## src/rtl/constants_pkg.sv

```systemverilog
// rtl/constants_pkg.sv - shared widths and types for the memory arbiter (MEM_ARB_ROUND_ROBIN_EN aware)
package constants_pkg;

    localparam int PHY_LEN    = 20;
    localparam int ICLLEN     = 128;
    localparam int DCLLEN     = 128;
    localparam int LINE_OFF_W = $clog2(ICLLEN / 8);

    typedef logic [PHY_LEN-1:0] paddr_t;
    typedef logic [ICLLEN-1:0]  line_t;

    typedef enum logic [1:0] {
        IDLE,
        SERVE_IC,
        SERVE_DC,
        RESP
    } mem_arb_state_t;

endpackage

```

## src/rtl/mem_arb_picker.sv

```systemverilog
// rtl/mem_arb_picker.sv - combinational grant picker; round-robin tie-break under MEM_ARB_ROUND_ROBIN_EN
module mem_arb_picker (
    input  logic ic_req,
    input  logic dc_req,
    input  logic last_ic,
    output logic gnt_ic,
    output logic gnt_dc
);

`ifdef MEM_ARB_ROUND_ROBIN_EN
    // On a tie the requester that was not served last wins.
    assign gnt_dc = dc_req & (~ic_req | last_ic);
`else
    logic unused_last_ic;
    assign unused_last_ic = last_ic;
    assign gnt_dc         = dc_req;
`endif

    assign gnt_ic = ic_req & ~gnt_dc;

endmodule

```

## src/rtl/mem_arbiter.sv

```systemverilog
// rtl/mem_arbiter.sv - I/D cache line arbiter for the single memory port (MEM_ARB_ROUND_ROBIN_EN selects round-robin)
module mem_arbiter
    import constants_pkg::*;
#(
    parameter int ADDR_W = PHY_LEN,
    parameter int LINE_W = ICLLEN
) (
    input  logic              clk_i,
    input  logic              rst_i,
    input  logic              ic_req_i,
    input  logic [ADDR_W-1:0] ic_addr_i,
    output logic              ic_valid_o,
    output logic [LINE_W-1:0] ic_rdata_o,
    input  logic              dc_req_i,
    input  logic              dc_we_i,
    input  logic [ADDR_W-1:0] dc_addr_i,
    input  logic [LINE_W-1:0] dc_wdata_i,
    output logic              dc_valid_o,
    output logic [LINE_W-1:0] dc_rdata_o,
    output logic              mem_req_o,
    output logic              mem_we_o,
    output logic [ADDR_W-1:0] mem_addr_o,
    output logic [LINE_W-1:0] mem_wdata_o,
    input  logic [LINE_W-1:0] mem_rdata_i,
    input  logic              mem_ready_i
);

    localparam logic [ADDR_W-1:0] OFF_MASK = ADDR_W'((1 << LINE_OFF_W) - 1);

    mem_arb_state_t    state_q;
    mem_arb_state_t    state_d;
    logic [ADDR_W-1:0] addr_q;
    logic [LINE_W-1:0] wdata_q;
    logic [LINE_W-1:0] buf_q;
    logic              we_q;
    logic              srv_dc_q;
    logic              last_ic;
    logic              gnt_ic;
    logic              gnt_dc;
    logic              serving;
    logic              grant;
    logic [ADDR_W-1:0] sel_addr;

    assign serving  = (state_q == SERVE_IC) || (state_q == SERVE_DC);
    assign grant    = (state_q == IDLE) && (gnt_ic || gnt_dc);
    assign sel_addr = gnt_dc ? dc_addr_i : ic_addr_i;

    mem_arb_picker u_picker (
        .ic_req  (ic_req_i),
        .dc_req  (dc_req_i),
        .last_ic (last_ic),
        .gnt_ic  (gnt_ic),
        .gnt_dc  (gnt_dc)
    );

`ifdef MEM_ARB_ROUND_ROBIN_EN
    logic last_ic_q;

    // Reset value "I-cache last served" lets the D-cache take the first tie.
    always_ff @(posedge clk_i) begin
        if (rst_i) begin
            last_ic_q <= 1'b1;
        end else if (serving && mem_ready_i) begin
            last_ic_q <= ~srv_dc_q;
        end
    end

    assign last_ic = last_ic_q;
`else
    assign last_ic = 1'b1;
`endif

    always_comb begin
        state_d = state_q;
        case (state_q)
            IDLE: begin
                if (gnt_dc) begin
                    state_d = SERVE_DC;
                end else if (gnt_ic) begin
                    state_d = SERVE_IC;
                end
            end
            SERVE_IC, SERVE_DC: begin
                if (mem_ready_i) begin
                    state_d = RESP;
                end
            end
            RESP:    state_d = IDLE;
            default: state_d = IDLE;
        endcase
    end

    always_ff @(posedge clk_i) begin
        if (rst_i) begin
            state_q  <= IDLE;
            addr_q   <= '0;
            wdata_q  <= '0;
            buf_q    <= '0;
            we_q     <= 1'b0;
            srv_dc_q <= 1'b0;
        end else begin
            state_q <= state_d;
            if (grant) begin
                addr_q   <= sel_addr & ~OFF_MASK;
                we_q     <= gnt_dc & dc_we_i;
                wdata_q  <= gnt_dc ? dc_wdata_i : '0;
                srv_dc_q <= gnt_dc;
            end
            // Write-backs leave the shared buffer holding the last fill.
            if (serving && mem_ready_i && !we_q) begin
                buf_q <= mem_rdata_i;
            end
        end
    end

    assign mem_req_o   = serving;
    assign mem_we_o    = serving & we_q;
    assign mem_addr_o  = addr_q;
    assign mem_wdata_o = wdata_q;
    assign ic_valid_o  = (state_q == RESP) & ~srv_dc_q;
    assign dc_valid_o  = (state_q == RESP) & srv_dc_q;
    assign ic_rdata_o  = buf_q;
    assign dc_rdata_o  = buf_q;

endmodule

```

## config.mk

```make
export PLATFORM = sky130hd
export DESIGN_NAME = mem_arbiter
export DESIGN_NICKNAME = d
export VERILOG_FILES = /design/src/rtl/constants_pkg.sv /design/src/rtl/mem_arb_picker.sv /design/src/rtl/mem_arbiter.sv
export SDC_FILE = /design/constraint.sdc
export NUM_CORES = 1
export LEC_CHECK = 0
export ABC_AREA = 1
export CAP_MARGIN = 25
export CORE_AREA = 8 8 268 270
export DETAILED_ROUTE_END_ITERATION = 6
export DIE_AREA = 0 0 276 278
export SYNTH_ARGS = -nofsm -noshare
export SYNTH_HDL_FRONTEND = slang
export SYNTH_SLANG_ARGS = --single-unit
```

## constraint.sdc

```tcl
create_clock -name clk_i -period 1.9 [get_ports clk_i]
set_input_delay 0.38 -clock clk_i [delete_from_list [all_inputs] [get_ports clk_i]]
set_output_delay 0.38 -clock clk_i [all_outputs]
set_load 0.01 [all_outputs]
```

==> out/metrics.yaml <==
routing:
  drt_wl_total_um: 58710
  firstDrtPassIters: 5
  first_iter_violations: 516
  antenna_left: 0
  post-route-drc-count: 0
  vias_per_cell: 3.861
  via_count: 11136
  wl_per_cell_um: 20.36
timing:
  setup_viol: 0
  final.setup.worst_slack_ns: 0.05787
  worst_setup_skew_after_layout_ns: 0.01227
  fin_tns_setup_ns: 0
  setup_repair_after_global_routing_missed_its_margin: "false"
  period_needed_ns: 1.842
  timing_max_transition_violations_final: 0
  report.final.hold_viol_count: 0
  fmax_mhz: 542.8
  timing_worst_slew_pin_value_ns: 0.6740
  timing.final.crit_share_pct: 96.95
  relSlewSlack_pct: 55.07
  worst_hold_slack_ns: 0.2732
grt:
  grt_overflow: 0
  wire_length_of_the_first_global_routing_pass_um: 83110
  antenna_found_initial: 33
  via_count_of_the_first_global_routing_pass: 11477
  track_usage_pct: 14.57
  pin_count_of_the_biggest_net_entering_global_routing: 90
cts:
  htree_num_levels: 2
  cts_inserted_buffers: 35
  postCtsSetupBuffers: 0
  clock_tree_from_tritoncts: "yes"
  clk_latency_ns: 0.54
  clk_pin_slew_ns: 0.06
  cts-root-to-sink-buffers: 3
  clock_sink_count: 276
  cts_root_buffer: "sky130_fd_sc_hd__clkbuf_16"
synth:
  yosysTopAreaCellShare_pct: 48.13
  synthesis.instances: 1407
  synth_sequential_area_ratio_pct: 48.13
  yosys_most_used_dff: "sky130_fd_sc_hd__dfxtp_1"
  netlist-cell-type-count: 22
  synthesized_area_per_cell_um2: 8.159
  yosysWarnings: 0
  post_synth_main_area_contributors: "sky130_fd_sc_hd__dfxtp_1 (48%), sky130_fd_sc_hd__nor2_1 (9.6%), sky130_fd_sc_hd__buf_4 (9.2%)"
  yosysTopAreaCell: "sky130_fd_sc_hd__dfxtp_1"
  syn_area_um2: 11480
  synth_enable_flop_cells: 0
  synth_most_common_cell: "sky130_fd_sc_hd__nor2_1"
  asyncSetResetFlopFracSynth_pct: 0
  synth_seq_cells: 276
  synth_commonest_cells: "sky130_fd_sc_hd__nor2_1 (294), sky130_fd_sc_hd__dfxtp_1 (276), sky130_fd_sc_hd__nand2_1 (225), sky130_fd_sc_hd__o21ai_0 (150), sky130_fd_sc_hd__buf_4 (140)"
worst_setup_path:
  worst_setup_path_end_kind: "output pin"
  worstSetupPathType: "flip-flop to output pin"
  worst-path-max-fanout: 2
  critical_path.cell_chain: "clkdlybuf4s50_1"
  rr_endpoint: "dc_rdata_o[118]$_SDFFE_PP0P_"
  path_delay_family: "buffers and inverters"
  crit_buf_inv: 1
  timing.critical_path.from_type: "flip-flop"
  critPathMaxStageDelay_ns: 0.60
  worst_r2r_startpoint: "state_q[1]$_SDFFE_PP0P_"
  reg2reg_path_depth: 8
  worstPathRequired_ns: 1.52
  cp.arrival_ns: 1.46
  slowest_stage_cell_on_the_critical_path: "sky130_fd_sc_hd__clkdlybuf4s50_1"
  r2r_setup_slack_ns: 0.15
power_and_ir_drop:
  maximum_vdd_drop_v: 0.0007191
  pwr_density_cell_nw_per_um2: 1425
  p_leak_nw: 8.818
  tot_pwr_mw: 28.13
floorplan:
  die_height_um: 278
  io_pins: 710
  coreArea_um2: 67750
  initial_utilization_pct: 16.95
  die-area_um2: 76730
  rows: 96
  die_x_um: 276
cells_and_area:
  instances_no_fill: 2884
  num-fill-cells: 7295
  drive_above_1_share_pct: 15.81
  post-route-util_pct: 29.14
  finish.net_count: 2271
  final_area_um2: 19740
  multiInputGateArea_um2: 4277
  final-seq-area_um2: 5562
  area_delta_synth_final_pct: 71.97
outcome:
  run_status: "completed"
placed_design:
  placed_wire_length_estimate_um: 46950
  placed_instances: 2813
  postPlaceCellArea_um2: 18560
  place.gp.congestion: 0.7591
  place_worst_setup_slack_ns: -0.07047
  place.port_buffers: 697
min_path:
  min-delay-path-class: "primary input to flip-flop"
  critical_hold_path_startpoint: "dc_req_i"
  whs_path_depth: 3
  destination_of_the_worst_hold_path: "srv_dc_q$_SDFFE_PP0P_"
job:
  max_cap_viols: 0
layout make-up:
cell class	count	share of cell area (%)
clock inverter	15	0.9000
inverter	26	0.5451
clock buffer	47	5.077
tap	882	5.590
antenna	10	0.1268
sequential	276	28.17
multi-input combinational	882	21.66
timing repair buffer	746	37.93
state kept, by name, summed over array words and instances, names as in the netlist:
signal and cells:
mem_wdata_o 128, dc_rdata_o 128, srv_dc_q 1, we_q 1, mem_addr_o 16, state_q 2
per-layer routing:
metal | vias to the layer above | part of all wire [%] | global-route usage [%]
met5 | - | 0.20 | 0
met4 | 18 | 2.9 | 4.445
met3 | 109 | 10 | 7.035
met2 | 530 | 48 | 25.18
met1 | 5021 | 39 | 15.68
li1 | 5458 | - | -
tightest hold or removal path, delay by kind of cell:
family	cells	cell delay [ns]
AO/OA/AOI/OAI	1	0.08
buffers and inverters	1	0.16
AND/OR/NAND/NOR	1	0.14
worst max path at each step:
stage	slack (ns)	cells after the start	start	endpoint
finish	0.06	1	mem_wdata_o[64]$_SDFFE_PP0P_	mem_wdata_o[64]
floorplan	0.37	9	state_q[0]$_SDFFE_PP0P_	dc_rdata_o[107]$_SDFFE_PP0P_
CTS	-0.001	5	state_q[0]$_SDFFE_PP0P_	ic_valid_o
detailed placement	-0.07	9	state_q[0]$_SDFFE_PP0P_	dc_rdata_o[79]$_SDFFE_PP0P_
global route	0.0006	1	dc_rdata_o[71]$_SDFFE_PP0P_	ic_rdata_o[71]
global placement	-0.07	9	state_q[0]$_SDFFE_PP0P_	dc_rdata_o[32]$_SDFFE_PP0P_
where the power goes:
group	internal, mW	switching (mW)	total [mW]	leakage [nW]
Clock	4.13	2.76	6.89	0.579
Combinational	5.87	6.56	12.4	5.96
Sequential	7.45	1.36	8.81	2.27
Total	17.5	10.7	28.1	8.82
logic make-up (layout without fill, tap and decap cells):
logic type      count (synthesis)  after routing  share of synthesized area, %
compound gates                292            292                         16.00
fa+ha+maj                       2              2                        0.2179
buf+inv                       252            834                         15.06
flops                         276            276                         48.13
other cells                     1             14                       0.03267
simple gates                  584            584                         20.56
layout by cell type (no fill, tap or decap):
master,instances
sky130_fd_sc_hd__clkdlybuf4s50_1,480
sky130_fd_sc_hd__buf_2,2
sky130_fd_sc_hd__buf_12,19
sky130_fd_sc_hd__a21oi_1,33
sky130_fd_sc_hd__nor2_1,293
sky130_fd_sc_hd__ha_4,2
sky130_fd_sc_hd__dlymetal6s2s_1,45
sky130_fd_sc_hd__inv_4,2
sky130_fd_sc_hd__bufinv_16,3
sky130_fd_sc_hd__diode_2,10
sky130_fd_sc_hd__buf_6,6
sky130_fd_sc_hd__clkbuf_16,36
sky130_fd_sc_hd__clkinv_2,6
sky130_fd_sc_hd__clkinv_8,1
sky130_fd_sc_hd__clkinv_4,2
sky130_fd_sc_hd__conb_1,4
sky130_fd_sc_hd__inv_2,4
sky130_fd_sc_hd__a21oi_2,97
sky130_fd_sc_hd__o21ai_4,1
sky130_fd_sc_hd__nand2_2,64
sky130_fd_sc_hd__dfxtp_2,26
sky130_fd_sc_hd__o21ai_1,11
sky130_fd_sc_hd__buf_4,30
sky130_fd_sc_hd__inv_1,19
sky130_fd_sc_hd__clkbuf_8,6
sky130_fd_sc_hd__inv_6,2
sky130_fd_sc_hd__nor2_4,3
sky130_fd_sc_hd__dfxtp_1,249
sky130_fd_sc_hd__dlygate4sd2_1,164
sky130_fd_sc_hd__dfxtp_4,1
sky130_fd_sc_hd__clkbuf_1,5
sky130_fd_sc_hd__clkinvlp_4,2
sky130_fd_sc_hd__o21ai_0,150
sky130_fd_sc_hd__nand2_1,224
what timing repair did:
item | CTS | global route
hold buffers | 0 | 0
gates resized for setup | 221 | 51
setup endpoints to repair | 233 | 67
pin swaps | 1 | 2
Note: power is estimated with default switching activity, not from simulation.
